### config.mk
export PLATFORM = sky130hd
export DESIGN_NAME = fetch_unit_flat
export DESIGN_NICKNAME = d
export VERILOG_FILES = /design/src/rtl/fetch_unit_if.sv /design/src/rtl/fetch_unit.sv /design/src/flat_wrapper.sv
export SDC_FILE = /design/constraint.sdc
export NUM_CORES = 1
export LEC_CHECK = 0
export ABC_CLOCK_PERIOD_IN_PS = 5000
export CAP_MARGIN = 20
export CORE_ASPECT_RATIO = 0.6
export CORE_MARGIN = 10
export CORE_UTILIZATION = 40
export DETAILED_ROUTE_END_ITERATION = 10
export PLACE_DENSITY = 0.74
export RECOVER_POWER = 100
export SLEW_MARGIN = 20
export SYNTH_ARGS = -nofsm -noshare
export SYNTH_HDL_FRONTEND = slang
export SYNTH_SLANG_ARGS = --single-unit
### constraint.sdc
create_clock -name clock -period 5 [get_ports clock]
set_clock_uncertainty 0.15 [all_clocks]
set_input_delay 1 -clock clock [delete_from_list [all_inputs] [get_ports clock]]
set_output_delay 1 -clock clock [all_outputs]
set_load 0.01 [all_outputs]
### src/rtl/fetch_unit_if.sv
// Instruction-fetch bus: imem read channel, redirect input and decode handshake.
// master = fetch_unit side, slave = memory/decode environment side.
interface fetch_unit_if #(
  parameter int ADDR_W = 32,
  parameter int DATA_W = 32
);
  logic [ADDR_W-1:0] imem_addr_out;
  logic              imem_req_out;
  logic [DATA_W-1:0] imem_data_in;
  logic              redirect_in;
  logic [ADDR_W-1:0] redirect_pc_in;
  logic [DATA_W-1:0] ins_out;
  logic [ADDR_W-1:0] pc_out;
  logic [ADDR_W-1:0] pcn_out;
  logic              valid_out;
  logic              ready_in;

  modport master (
    output imem_addr_out, imem_req_out, ins_out, pc_out, pcn_out, valid_out,
    input  imem_data_in, redirect_in, redirect_pc_in, ready_in
  );

  modport slave (
    input  imem_addr_out, imem_req_out, ins_out, pc_out, pcn_out, valid_out,
    output imem_data_in, redirect_in, redirect_pc_in, ready_in
  );
endinterface

### src/rtl/fetch_unit.sv
// Prefetching instruction fetch unit with a DEPTH-entry {pc, ins} queue.
// Optional macro FETCH_PERF_CNT_EN adds redirect/stall performance counters.
module fetch_unit #(
  parameter int                ADDR_W   = 32,
  parameter int                DATA_W   = 32,
  parameter logic [ADDR_W-1:0] RESET_PC = ADDR_W'(32'h0040_0000),
  parameter int                DEPTH    = 4
) (
  input  logic          clock,
  input  logic          reset,
  fetch_unit_if.master  bus
`ifdef FETCH_PERF_CNT_EN
  ,
  output logic [31:0]   redirect_count_out,
  output logic [31:0]   stall_count_out
`endif
);

  localparam int                PTR_W   = $clog2(DEPTH);
  localparam int                CNT_W   = PTR_W + 1;
  localparam int                INF_W   = CNT_W + 1;
  localparam logic [INF_W-1:0]  DEPTH_L = INF_W'(DEPTH);
  localparam logic [ADDR_W-1:0] STEP    = ADDR_W'(4);

  logic [ADDR_W-1:0] r_fetch_pc;
  logic [ADDR_W-1:0] r_req_addr;
  logic              r_req_q;
  logic [PTR_W-1:0]  r_wr_ptr;
  logic [PTR_W-1:0]  r_rd_ptr;
  logic [CNT_W-1:0]  r_count;
  logic [ADDR_W-1:0] r_pc_mem  [DEPTH];
  logic [DATA_W-1:0] r_ins_mem [DEPTH];

  logic [ADDR_W-1:0] w_target;
  logic [ADDR_W-1:0] w_addr;
  logic [INF_W-1:0]  w_inflight;
  logic              w_req;
  logic              w_push;
  logic              w_pop;
  logic              w_valid;

  always_comb begin
    w_target   = bus.redirect_pc_in & ~ADDR_W'(3);
    // Queued entries plus the response still in flight must leave a free slot.
    w_inflight = {1'b0, r_count} + {{CNT_W{1'b0}}, r_req_q};
    w_valid    = (r_count != '0);
    w_req      = 1'b0;
    w_addr     = RESET_PC;
    if (reset) begin
      w_req  = bus.redirect_in | (w_inflight < DEPTH_L);
      w_addr = bus.redirect_in ? w_target : r_fetch_pc;
    end
    w_push = r_req_q & ~bus.redirect_in;
    w_pop  = w_valid & bus.ready_in & ~bus.redirect_in;
  end

  always_ff @(posedge clock or negedge reset) begin
    if (!reset) begin
      r_fetch_pc <= RESET_PC;
      r_req_addr <= RESET_PC;
      r_req_q    <= 1'b0;
      r_wr_ptr   <= '0;
      r_rd_ptr   <= '0;
      r_count    <= '0;
    end else begin
      r_req_q <= w_req;
      if (w_req) begin
        r_fetch_pc <= w_addr + STEP;
        r_req_addr <= w_addr;
      end
      if (bus.redirect_in) begin
        r_wr_ptr <= '0;
        r_rd_ptr <= '0;
        r_count  <= '0;
      end else begin
        if (w_push) r_wr_ptr <= r_wr_ptr + PTR_W'(1);
        if (w_pop)  r_rd_ptr <= r_rd_ptr + PTR_W'(1);
        case ({w_push, w_pop})
          2'b10:   r_count <= r_count + CNT_W'(1);
          2'b01:   r_count <= r_count - CNT_W'(1);
          default: r_count <= r_count;
        endcase
      end
    end
  end

  // NOTE: queue storage has no reset; an entry is only observable once r_count
  // covers it, so clearing the array would add reset fan-out for no behaviour.
  always_ff @(posedge clock) begin
    if (w_push) begin
      r_pc_mem[r_wr_ptr]  <= r_req_addr;
      r_ins_mem[r_wr_ptr] <= bus.imem_data_in;
    end
  end

  assign bus.imem_addr_out = w_addr;
  assign bus.imem_req_out  = w_req;
  assign bus.valid_out     = w_valid;
  assign bus.ins_out       = r_ins_mem[r_rd_ptr];
  assign bus.pc_out        = r_pc_mem[r_rd_ptr];
  assign bus.pcn_out       = r_pc_mem[r_rd_ptr] + STEP;

`ifdef FETCH_PERF_CNT_EN
  logic [31:0] r_redirect_cnt;
  logic [31:0] r_stall_cnt;

  always_ff @(posedge clock or negedge reset) begin
    if (!reset) begin
      r_redirect_cnt <= '0;
      r_stall_cnt    <= '0;
    end else begin
      if (bus.redirect_in) r_redirect_cnt <= r_redirect_cnt + 32'd1;
      if (!w_valid)        r_stall_cnt    <= r_stall_cnt + 32'd1;
    end
  end

  assign redirect_count_out = r_redirect_cnt;
  assign stall_count_out    = r_stall_cnt;
`endif

endmodule

### src/flat_wrapper.sv
// flat-port wrapper written by rule: the top's interface ports become plain ports
module fetch_unit_flat 
#(
  parameter int                ADDR_W   = 32,
  parameter int                DATA_W   = 32,
  parameter logic [ADDR_W-1:0] RESET_PC = ADDR_W'(32'h0040_0000),
  parameter int                DEPTH    = 4
)
  (clock, reset, bus_imem_addr_out, bus_imem_req_out, bus_ins_out, bus_pc_out, bus_pcn_out, bus_valid_out, bus_imem_data_in, bus_redirect_in, bus_redirect_pc_in, bus_ready_in);
  fetch_unit_if #(.ADDR_W(ADDR_W), .DATA_W(DATA_W)) bus_i ();
  input  logic clock;
  input  logic reset;
  output wire logic [$bits(bus_i.imem_addr_out)-1:0] bus_imem_addr_out;
  output wire logic [$bits(bus_i.imem_req_out)-1:0] bus_imem_req_out;
  output wire logic [$bits(bus_i.ins_out)-1:0] bus_ins_out;
  output wire logic [$bits(bus_i.pc_out)-1:0] bus_pc_out;
  output wire logic [$bits(bus_i.pcn_out)-1:0] bus_pcn_out;
  output wire logic [$bits(bus_i.valid_out)-1:0] bus_valid_out;
  input wire logic [$bits(bus_i.imem_data_in)-1:0] bus_imem_data_in;
  input wire logic [$bits(bus_i.redirect_in)-1:0] bus_redirect_in;
  input wire logic [$bits(bus_i.redirect_pc_in)-1:0] bus_redirect_pc_in;
  input wire logic [$bits(bus_i.ready_in)-1:0] bus_ready_in;
  assign bus_imem_addr_out = bus_i.imem_addr_out;
  assign bus_imem_req_out = bus_i.imem_req_out;
  assign bus_ins_out = bus_i.ins_out;
  assign bus_pc_out = bus_i.pc_out;
  assign bus_pcn_out = bus_i.pcn_out;
  assign bus_valid_out = bus_i.valid_out;
  assign bus_i.imem_data_in = bus_imem_data_in;
  assign bus_i.redirect_in = bus_redirect_in;
  assign bus_i.redirect_pc_in = bus_redirect_pc_in;
  assign bus_i.ready_in = bus_ready_in;
  fetch_unit #(.ADDR_W(ADDR_W), .DATA_W(DATA_W), .RESET_PC(RESET_PC), .DEPTH(DEPTH)) u_core (.clock(clock), .reset(reset), .bus(bus_i));
endmodule
==> results.yml, run 1 <==
outcome:
  status: "finished, violations left"
  failing_checks: "capacitance limit, slew limit"
floorplan:
  die_area_um2: 42500
  fp.dieW_um: 260
  die_h_um: 164
  placeableCoreArea_um2: 33800
  initial_core_util_pct: 40.7
  std_cell_rows: 52
  ios: 198
finish:
  num-nets-final: 1162
  syn2layout_area_growth_pct: 26.1
  drive_above_1_share_pct: 15.9
  final-seq-area_um2: 9450
  final_cell_mix: "edfxtp_1 (256), dlygate4sd3_1 (149), nand2_1 (107)"
  layout.filler_cells: 2796
  utilization_pct: 51.3
  multiInputGateArea_um2: 4010
  most_common_cell_after_layout_fill_and_taps_aside: "edfxtp_1"
clock_network:
  cts_hold_repair.buffers: 0
  cts_tree: "yes"
  clock_latency_on_the_worst_skew_pair_ns: 0.57
  cts-root-buf: "clkbuf_16"
  cts-htree-levels: 1
  clock-sinks: 326
  cts.clk_slew.worst_paths_ns: 0.07
  clock_tree.buffer_depth: 3
  cts_made_buffers: 30
critical_path:
  crit_path_end_kind: "output port"
  crit_top_cell: "buf_4"
  reg2reg_from: "u_core.r_req_q"
  path_max_fanout: 9
  r2r.worst_path.cells: 4
  worstPathRequired_ns: 3.85
  crit_path_cell_trace: "buf_4 > buf_4 > mux4_2 > nand3_1 > nor2_4 > and2_2 > and4_1 > xor2_1 > clkdlybuf4s50_1"
  worst_setup_path_start_kind: "flip-flop"
  rrSetupSlack_ns: 2.01
  crit-reg2reg-capture: "u_core.r_req_addr[3]"
  crit_path_top_delay_cell: "clkdlybuf4s50_1"
  setup.worst_path.class: "reg -> out"
  cpPeakStageDelay_ns: 0.62
  cp.arrival_ns: 3.64
power:
  switchingPower_mw: 2.36
  static-leakage-power_nw: 6.24
  power.share.switching_pct: 29.2
  p_comb_share_pct: 29.6
  p_total_mw: 8.10
  power_density_nw_per_um2: 466
  ir_drop_mv: 0.262
  clockPowerShare_pct: 28.8
  seq_power_share_pct: 41.6
  power.internal_mw: 5.73
synth:
  ys_dominant_reg_cell: "edfxtp_1"
  netlist-cell-type-count: 57
  synthesis.instances: 873
  avgSynthCellArea_um2: 15.8
  synth_nets: 948
  ys_ff_latch: 326
  synth_edf_count: 256
  post_synthesis_sequential_area_ratio_pct: 68.6
  synth.cell_area_um2: 13800
  yosys_warning_count: 0
  synth-async-reset-ratio_pct: 21.5
min_path:
  hold-path-cell-count: 2
  hold_start: "u_core.r_fetch_pc[19]"
  whs_endpoint: "u_core.r_fetch_pc[19]"
  hold_removal_path_class: "reg -> reg"
timing:
  final.period_utilization_pct: 95.8
  timing.fmax_mhz: 209
  max_slew_margin_pct: -20.6
  worstMarginPinSlew_ns: 1.81
  finalMaxSlewViolations: 366
  unrepaired_setup_endpoints_after_global_routing: "no"
  final-setup-viol-count: 0
  finalWorstPathRequiredPeriod_ns: 4.79
  final-hold-violation-count: 0
  final.setup.worst_slack_ns: 0.211
  accumulated_negative_setup_slack_ns: 0
global_route:
  grt_pass1_wl_um: 51300
  grt_start_max_net_pins: 106
  first_global_vias: 8413
  track_usage_pct: 15.5
  globalRoute.totalOverflow: 0
  antenna_violations_before_repair: 0
placement:
  dp_hpwl_um: 22400
  gp_congestion: 0.817
  port-buffer-count: 195
  preCtsSetupSlack_ns: 0.413
route:
  dr.pass1.iters: 5
  via_to_cell_ratio: 5.22
  post_drt_wl_per_cell_um: 21.1
  number_of_routed_nets_with_antenna_violations: 0
  route.detailed.drc: 0
  drtIter0Drc: 671
  detailroute.via_count: 8197
  wl_um: 33200
flow_run:
  timing.max_cap.violations: 5
-- power by group through the flow --
stage / Sequential [mW] / Clock (mW) / Combinational, mW
6_report: 3.37 / 2.33 / 2.39
5_1_grt: 3.40 / 2.51 / 2.61
4_1_cts: 3.42 / 2.39 / 2.46
3_5_place_dp: 3.47 / 0 / 2.44
3_3_place_gp: 3.46 / 0 / 2.42
2_1_floorplan: 3.36 / 0 / 1.35
-- how the worst max path moves through the flow --
stage,depth (start not counted),from,end
floorplan,6,bus_redirect_in,u_core.r_ins_mem[0][0]
global placement,8,u_core.r_rd_ptr[0],bus_pcn_out[24]
detailed placement,8,u_core.r_rd_ptr[0],bus_pcn_out[24]
CTS,7,u_core.r_rd_ptr[0],bus_pcn_out[31]
global route,9,u_core.r_rd_ptr[0],bus_pcn_out[30]
finish,9,u_core.r_rd_ptr[0],bus_pcn_out[16]
-- what timing repair did --
action,4_1_cts,5_1_grt
gates resized for setup,6,5
buffers inserted,0,11
pin swaps,0,1
setup endpoints to repair,5,8
-- per-stage QoR --
step	cell area, um2	hold slack, ns	instances
global placement	16300	0.306	1503
detailed placement	16300	0.313	1503
finish	17400	0.327	1571
CTS	17300	0.105	1559
floorplan	13800	0.292	873
global route	17400	0.367	1570
-- registers in the layout, indices dropped and copies added (netlist names) --
| signal | count |
|---|---|
| u_core.r_ins_mem | 128 |
| u_core.r_pc_mem | 128 |
| u_core.r_req_addr | 32 |
| u_core.r_fetch_pc | 30 |
| u_core.r_count | 3 |
| u_core.r_rd_ptr | 2 |
| u_core.r_wr_ptr | 2 |
| u_core.r_req_q | 1 |
-- layout make-up --
type	instances	area share, %
clock buffer	35	4.66
sequential	326	54.4
multi-input combinational	472	23.1
tap	459	3.31
timing repair buffer	224	12.6
antenna	1	0.0144
inverter	33	0.713
clock inverter	21	1.25
-- critical path, delay by kind of cell, from the launching register on --
kind	cells	cell delay, ns
xor gates and xnor gates	1	0.17
DFF	1	0.51
buffers and inverters	3	0.95
and+or+nand+nor	4	1.01
muxes	1	0.42
-- logic make-up after synthesis --
family / after synthesis / share of synthesized area [%]
AO/OA/AOI/OAI: 78 / 3.25
flip-flops: 326 / 68.6
buffers and inverters: 75 / 2.44
XOR/XNOR: 59 / 3.81
adder cells (fa/ha/maj): 7 / 0.690
multiplexers: 96 / 13.1
AND/OR/NAND/NOR: 232 / 8.19
-- synthesized netlist by cell type, drive strengths merged (3+ instances only) --
cell type | number | area (um2)
o21ai | 53 | 265
ha | 6 | 75.1
mux2i | 14 | 140
xnor2 | 43 | 384
dfrtp | 68 | 1700
nor3b | 3 | 22.5
edfxtp | 256 | 7690
mux2 | 18 | 203
nand4 | 6 | 37.5
buf | 27 | 156
xor2 | 16 | 140
and2 | 8 | 50.1
nor4 | 4 | 25.0
and4 | 5 | 48.8
nand3 | 29 | 145
clkbuf | 15 | 56.3
mux4 | 64 | 1460
nand3b | 8 | 60.1
nor2 | 25 | 93.8
and3 | 4 | 25.0
nand2b | 7 | 43.8
a31oi | 4 | 25.0
or3 | 4 | 25.0
nor3 | 12 | 65.1
a211oi | 3 | 22.5
a21oi | 4 | 20.0
inv | 33 | 124
nand2 | 110 | 425
-- per-layer routing --
layer / vias up / GRT usage, % / wire (um)
met5: - / 0 / 0
met4: 0 / 2.65 / 451
met3: 34 / 4.29 / 2710
met2: 269 / 24.1 / 15100
met1: 4173 / 21.6 / 14900
li1: 3721 / - / -
Power figures use the tool's default switching activity.
==> run 2, diff against run 1 <==
- REMOVE_ABC_BUFFERS: unset -> 1
==> run 2 against run 1 <==
Against the previous run:
- the run still ends with capacitance limit, slew limit left
- sequential cell count is the same
- fmax shrank 1.1%
- sequential power is essentially flat
- global-route usage grew 0.29 points
- combinational power shrank 3%
- critical path depth shrank 1
- routed wire length grew 1.2%
- setup slack lost 0.056 ns
==> results.yml, run 2 (synthesis gave the netlist of run 1 again) <==
outcome:
  status: "finished, violations left"
  failing_checks: "capacitance limit, slew limit"
finish:
  final_cell_mix: "edfxtp_1 (256), dlygate4sd3_1 (145), nand2_1 (107)"
  drive_above_1_share_pct: 14.6
  most_common_cell_after_layout_fill_and_taps_aside: "edfxtp_1"
  num-nets-final: 1156
  biggestRegsByFlops: "u_core.r_ins_mem: 128 flops, u_core.r_pc_mem: 128 flops, u_core.r_req_addr: 32 flops"
  utilization_pct: 51.2
  layout.filler_cells: 2830
  final-seq-area_um2: 9450
  multiInputGateArea_um2: 4000
  syn2layout_area_growth_pct: 25.8
critical_path:
  cp_num_buf_inv: 3
  crit_path_cell_trace: "buf_4 > buf_4 > mux4_2 > and4_1 > and2_4 > and4_1 > xor2_1 > clkdlybuf4s50_1"
  cpPeakStageDelay_ns: 0.61
  setup.worst_path.class: "reg -> out"
  crit_path_end_kind: "output port"
  crit_path_top_delay_cell: "clkdlybuf4s50_1"
  cell_family_with_most_cp_delay: "buffers and inverters"
  worst_setup_path_start_kind: "flip-flop"
  cp.arrival_ns: 3.69
  worstPathRequired_ns: 3.85
  path_max_fanout: 16
route:
  post_drt_wl_per_cell_um: 21.5
  wl_um: 33600
  number_of_routed_nets_with_antenna_violations: 0
  route.detailed.drc: 0
  via_to_cell_ratio: 5.22
  dr.pass1.iters: 5
  detailroute.via_count: 8159
  drtIter0Drc: 731
power:
  static-leakage-power_nw: 6.22
  p_total_mw: 8.11
  power_density_nw_per_um2: 468
  ir_drop_mv: 0.309
floorplan:
  ios: 198
  std_cell_rows: 52
  die_h_um: 164
  placeableCoreArea_um2: 33800
  die_area_um2: 42500
  initial_core_util_pct: 40.7
  fp.dieW_um: 260
placement:
  port-buffer-count: 195
  gp_congestion: 0.828
  dp_hpwl_um: 22500
global_route:
  antenna_violations_before_repair: 2
  track_usage_pct: 15.7
  first_global_vias: 8309
  grt_start_max_net_pins: 107
  grt_pass1_wl_um: 51500
  globalRoute.totalOverflow: 0
timing:
  finalMaxSlewViolations: 366
  final-setup-viol-count: 0
  timing.fmax_mhz: 206
  final.period_utilization_pct: 96.9
  unrepaired_setup_endpoints_after_global_routing: "no"
  finalWorstPathRequiredPeriod_ns: 4.84
  final-hold-violation-count: 0
  max_slew_margin_pct: -24.5
  accumulated_negative_setup_slack_ns: 0
  worstMarginPinSlew_ns: 1.87
clock_network:
  clock_tree.buffer_depth: 3
  clock_latency_on_the_worst_skew_pair_ns: 0.57
  cts.clk_slew.worst_paths_ns: 0.06
  cts_tree: "yes"
  cts-htree-levels: 1
  clock-sinks: 326
  cts-root-buf: "clkbuf_16"
  cts_made_buffers: 31
min_path:
  hold_removal_path_class: "reg -> reg"
flow_run:
  timing.max_cap.violations: 5
## run 2: changes by cell type in the layout (fill, tap and decap cells not counted), moves of 2 or more
cell and change:
buf_4 -5, clkinv_2 +3, clkbuf_1 +5, mux4_2 -2, mux4_1 +2, clkbuf_8 -2
bufinv_16 +2, clkinvlp_4 -7, dlygate4sd3_1 -4, clkdlybuf4s50_1 +4
## run 2: report_power, final
group          internal, mW  switching, mW  total, mW
combinational          1.16           1.16       2.32
sequential             3.22          0.162       3.38
clock                  1.42          0.993       2.41
## run 2: routing by layer
metal  track usage, %  wire, um  vias up
met5                0         0        -
met4             4.08       843        0
met3             3.97      2610       49
met2             25.1     15900      292
met1             21.2     14200     4113
li1                 -         -     3705
## run 2: timing repair
action                                  4_1_cts  5_1_grt
pin swaps                                     0        0
resized for setup                             2        3
hold buffers                                  0        0
hold endpoints to repair                      0        0
setup buffers                                 2        2
endpoints found under the setup margin        3        4
## run 2: area by class of cell
| class | count | area share, % |
|---|---|---|
| Tap cell | 459 | 3.32 |
| Timing Repair Buffer | 217 | 12.3 |
| Inverter | 33 | 0.715 |
| Sequential cell | 326 | 54.6 |
| Clock buffer | 39 | 4.77 |
| Clock inverter | 17 | 1.21 |
| Antenna cell | 1 | 0.0144 |
| Multi-Input combinational cell | 472 | 23.1 |
## run 2: worst paths after layout
| path | start | endpoint | slack, ns | cells after the start |
|---|---|---|---|---|
| setup / recovery | u_core.r_rd_ptr[1] | bus_pcn_out[16] | 0.16 | 8 |
| hold / removal | u_core.r_fetch_pc[4] | u_core.r_fetch_pc[4] | 0.33 | 2 |
| setup reg to reg | u_core.r_req_q | u_core.r_req_addr[3] | 2.03 | 4 |
| hold reg to reg | u_core.r_fetch_pc[4] | u_core.r_fetch_pc[4] | 0.33 | 2 |
| max in group asynchronous | reset | u_core.r_rd_ptr[1] | 3.78 | 2 |
| min in group asynchronous | reset | u_core.r_req_addr[0] | 0.39 | 2 |
## run 2: worst reg2reg max path, stage by stage, from the launching register on
cell      delay [ns]
dfrtp_1         0.51
a31oi_1         0.13
o21ai_0         0.23
clkbuf_2        1.34
mux2_2          0.48
## run 2: stage by stage
step / cells / instance area (um2) / hold WS (ns) / worst slack, ns
after floorplan: 831 / 13600 / 0.292 / -1.16
after global routing: 1563 / 17300 / 0.343 / 0.0314
after global placement: 1503 / 16300 / 0.306 / 0.548
final: 1564 / 17300 / 0.331 / 0.155
after CTS: 1561 / 17300 / 0.336 / 0.0151
after detailed placement: 1503 / 16300 / 0.322 / 0.509
==> run 3, diff against run 2 <==
- CORE_UTILIZATION: 40 -> 59
- PLACE_DENSITY: 0.74 -> 0.95
==> run 3 against run 2 <==
Against the previous run:
- the flow still finishes with violations (capacitance limit, slew limit)
- sequential share of layout area is 0.29 points higher
- via count increased by 3.7%
- final cell count down 9.0%
- sequential power is essentially flat
- non-clock buffer count rose by 5
- critical path depth increased by 1
- routed wire length increased by 0.28%
- register-to-register slack got worse by 0.03 ns
- utilization is 24 points higher
- critical endpoint is now bus_pcn_out[31]
==> results.yml, run 3 (synthesis gave the netlist of run 1 again) <==
critical_path:
  path_max_fanout: 7
  setup.worst_path.class: "reg -> out"
  worst_setup_path_start_kind: "flip-flop"
  crit_path_end_kind: "output port"
  worstPathRequired_ns: 3.85
  rrSetupSlack_ns: 2.00
  cp.arrival_ns: 3.73
outcome:
  failing_checks: "capacitance limit, slew limit"
  status: "finished, violations left"
floorplan:
  die_area_um2: 30100
  initial_core_util_pct: 59.8
  fp.dieW_um: 217
  std_cell_rows: 43
  ios: 198
  die_h_um: 138
  placeableCoreArea_um2: 23000
clock_network:
  cts_made_buffers: 29
  clock_tree.buffer_depth: 3
  cts.clk_slew.worst_paths_ns: 0.07
  cts_tree: "yes"
  cts-htree-levels: 1
  cts-root-buf: "clkbuf_16"
  clock_latency_on_the_worst_skew_pair_ns: 0.55
  clock-sinks: 326
timing:
  unrepaired_setup_endpoints_after_global_routing: "no"
  final.period_utilization_pct: 97.6
  finalWorstPathRequiredPeriod_ns: 4.88
  timing.fmax_mhz: 205
  max_slew_margin_pct: -21.9
  final-setup-viol-count: 0
  final-hold-violation-count: 0
  finalMaxSlewViolations: 366
  worstMarginPinSlew_ns: 1.83
  final.setup.worst_slack_ns: 0.119
global_route:
  first_global_vias: 8721
  globalRoute.totalOverflow: 0
  grt_pass1_wl_um: 51900
  antenna_violations_before_repair: 3
  grt_start_max_net_pins: 106
  track_usage_pct: 22.1
flow_run:
  timing.max_cap.violations: 5
power:
  power_density_nw_per_um2: 478
  static-leakage-power_nw: 6.27
  ir_drop_mv: 0.360
  p_total_mw: 8.23
finish:
  syn2layout_area_growth_pct: 25.1
  biggestRegsByFlops: "u_core.r_ins_mem: 128 flops, u_core.r_pc_mem: 128 flops, u_core.r_req_addr: 32 flops"
  final_cell_mix: "edfxtp_1 (256), dlygate4sd3_1 (149), nand2_1 (107)"
  num-nets-final: 1159
  drive_above_1_share_pct: 15.6
  final_instance_area_um2: 17200
  most_common_cell_after_layout_fill_and_taps_aside: "edfxtp_1"
route:
  via_to_cell_ratio: 5.95
  route.detailed.drc: 0
  post_drt_wl_per_cell_um: 23.7
  detailroute.via_count: 8463
  number_of_routed_nets_with_antenna_violations: 0
  drtIter0Drc: 858
  wl_um: 33700
  dr.pass1.iters: 5
placement:
  dpl_cell_area_um2: 16100
  port-buffer-count: 195
  gp_congestion: 0.873
  preCtsSetupSlack_ns: 0.395
  dp_hpwl_um: 21700
min_path:
  hold_removal_path_class: "in -> async"
==> run 3: changes by cell type in the layout (fill, tap and decap cells not counted), moves of 2 or more <==
cell	change
buf_4	+3
clkdlybuf4s50_1	-3
clkbuf_16	-2
clkinv_2	+4
clkinv_1	-2
dlygate4sd3_1	+4
bufinv_16	+3
clkbuf_1	-6
buf_12	-3
mux2_1	-2
mux2_2	+2
buf_16	+2
==> run 3: power by group <==
group / internal, mW / total, mW / switching (mW)
clock network: 1.49 / 2.48 / 0.987
logic: 1.19 / 2.37 / 1.18
registers: 3.21 / 3.38 / 0.165
total: 5.90 / 8.23 / 2.33
==> run 3: through the flow <==
stage                     std cells  utilization, %  TNS (ns)  hold slack [ns]
after floorplan                 831               -    -17.65            0.292
after global placement         1361            69.9         0            0.305
after detailed placement       1361            69.9         0            0.316
after CTS                      1416            74.7         0            0.173
after global routing           1421            74.8         0            0.176
final                          1423            74.8         0            0.177
==> run 3: path summary, 6_finish.rpt <==
kind	endpoint	cells after the start	from
worst max-delay path	bus_pcn_out[31]	9	u_core.r_rd_ptr[0]
worst min-delay path	u_core.r_req_addr[3]	1	reset
worst max register to register	u_core.r_fetch_pc[24]	8	u_core.r_fetch_pc[3]
worst min register to register	u_core.r_fetch_pc[4]	2	u_core.r_fetch_pc[4]
max in group asynchronous	u_core.r_req_addr[6]	2	reset
min in group clock	u_core.r_fetch_pc[4]	2	u_core.r_fetch_pc[4]
==> run 3: critical path: stages, from the launching register on <==
cell	delay (ns)
dfrtp_4	0.50
buf_8	0.17
buf_4	0.15
mux4_2	0.38
and4_4	0.26
nand2_2	0.10
or4_4	0.50
or4_4	0.44
xnor2_2	0.12
clkdlybuf4s50_1	0.55
==> run 3: area by class of cell <==
class                      instances  area, um2
sequential                       326       9450
fill                            1411       5800
multi-input combinational        472       4000
timing repair buffer             222       2190
clock buffer                      30        739
tap                              315        394
clock inverter                    23        328
inverter                          33        124
antenna                            2       5.00
==> run 3: per-layer routing <==
layer	up-vias	GRT usage, %	part of all wire [%]
li1	3722	-	-
met1	4297	29.7	41
met2	391	35.4	48
met3	51	6.27	9.1
met4	2	4.36	1.7
met5	-	0	0.039
==> run 3: repair_timing <==
| action | 4_1_cts | 5_1_grt |
|---|---|---|
| setup buffers | 2 | 5 |
| cloned | 0 | 0 |
| hold buffers | 0 | 0 |
| endpoints found under the setup margin | 7 | 8 |
| gates resized for setup | 1 | 2 |
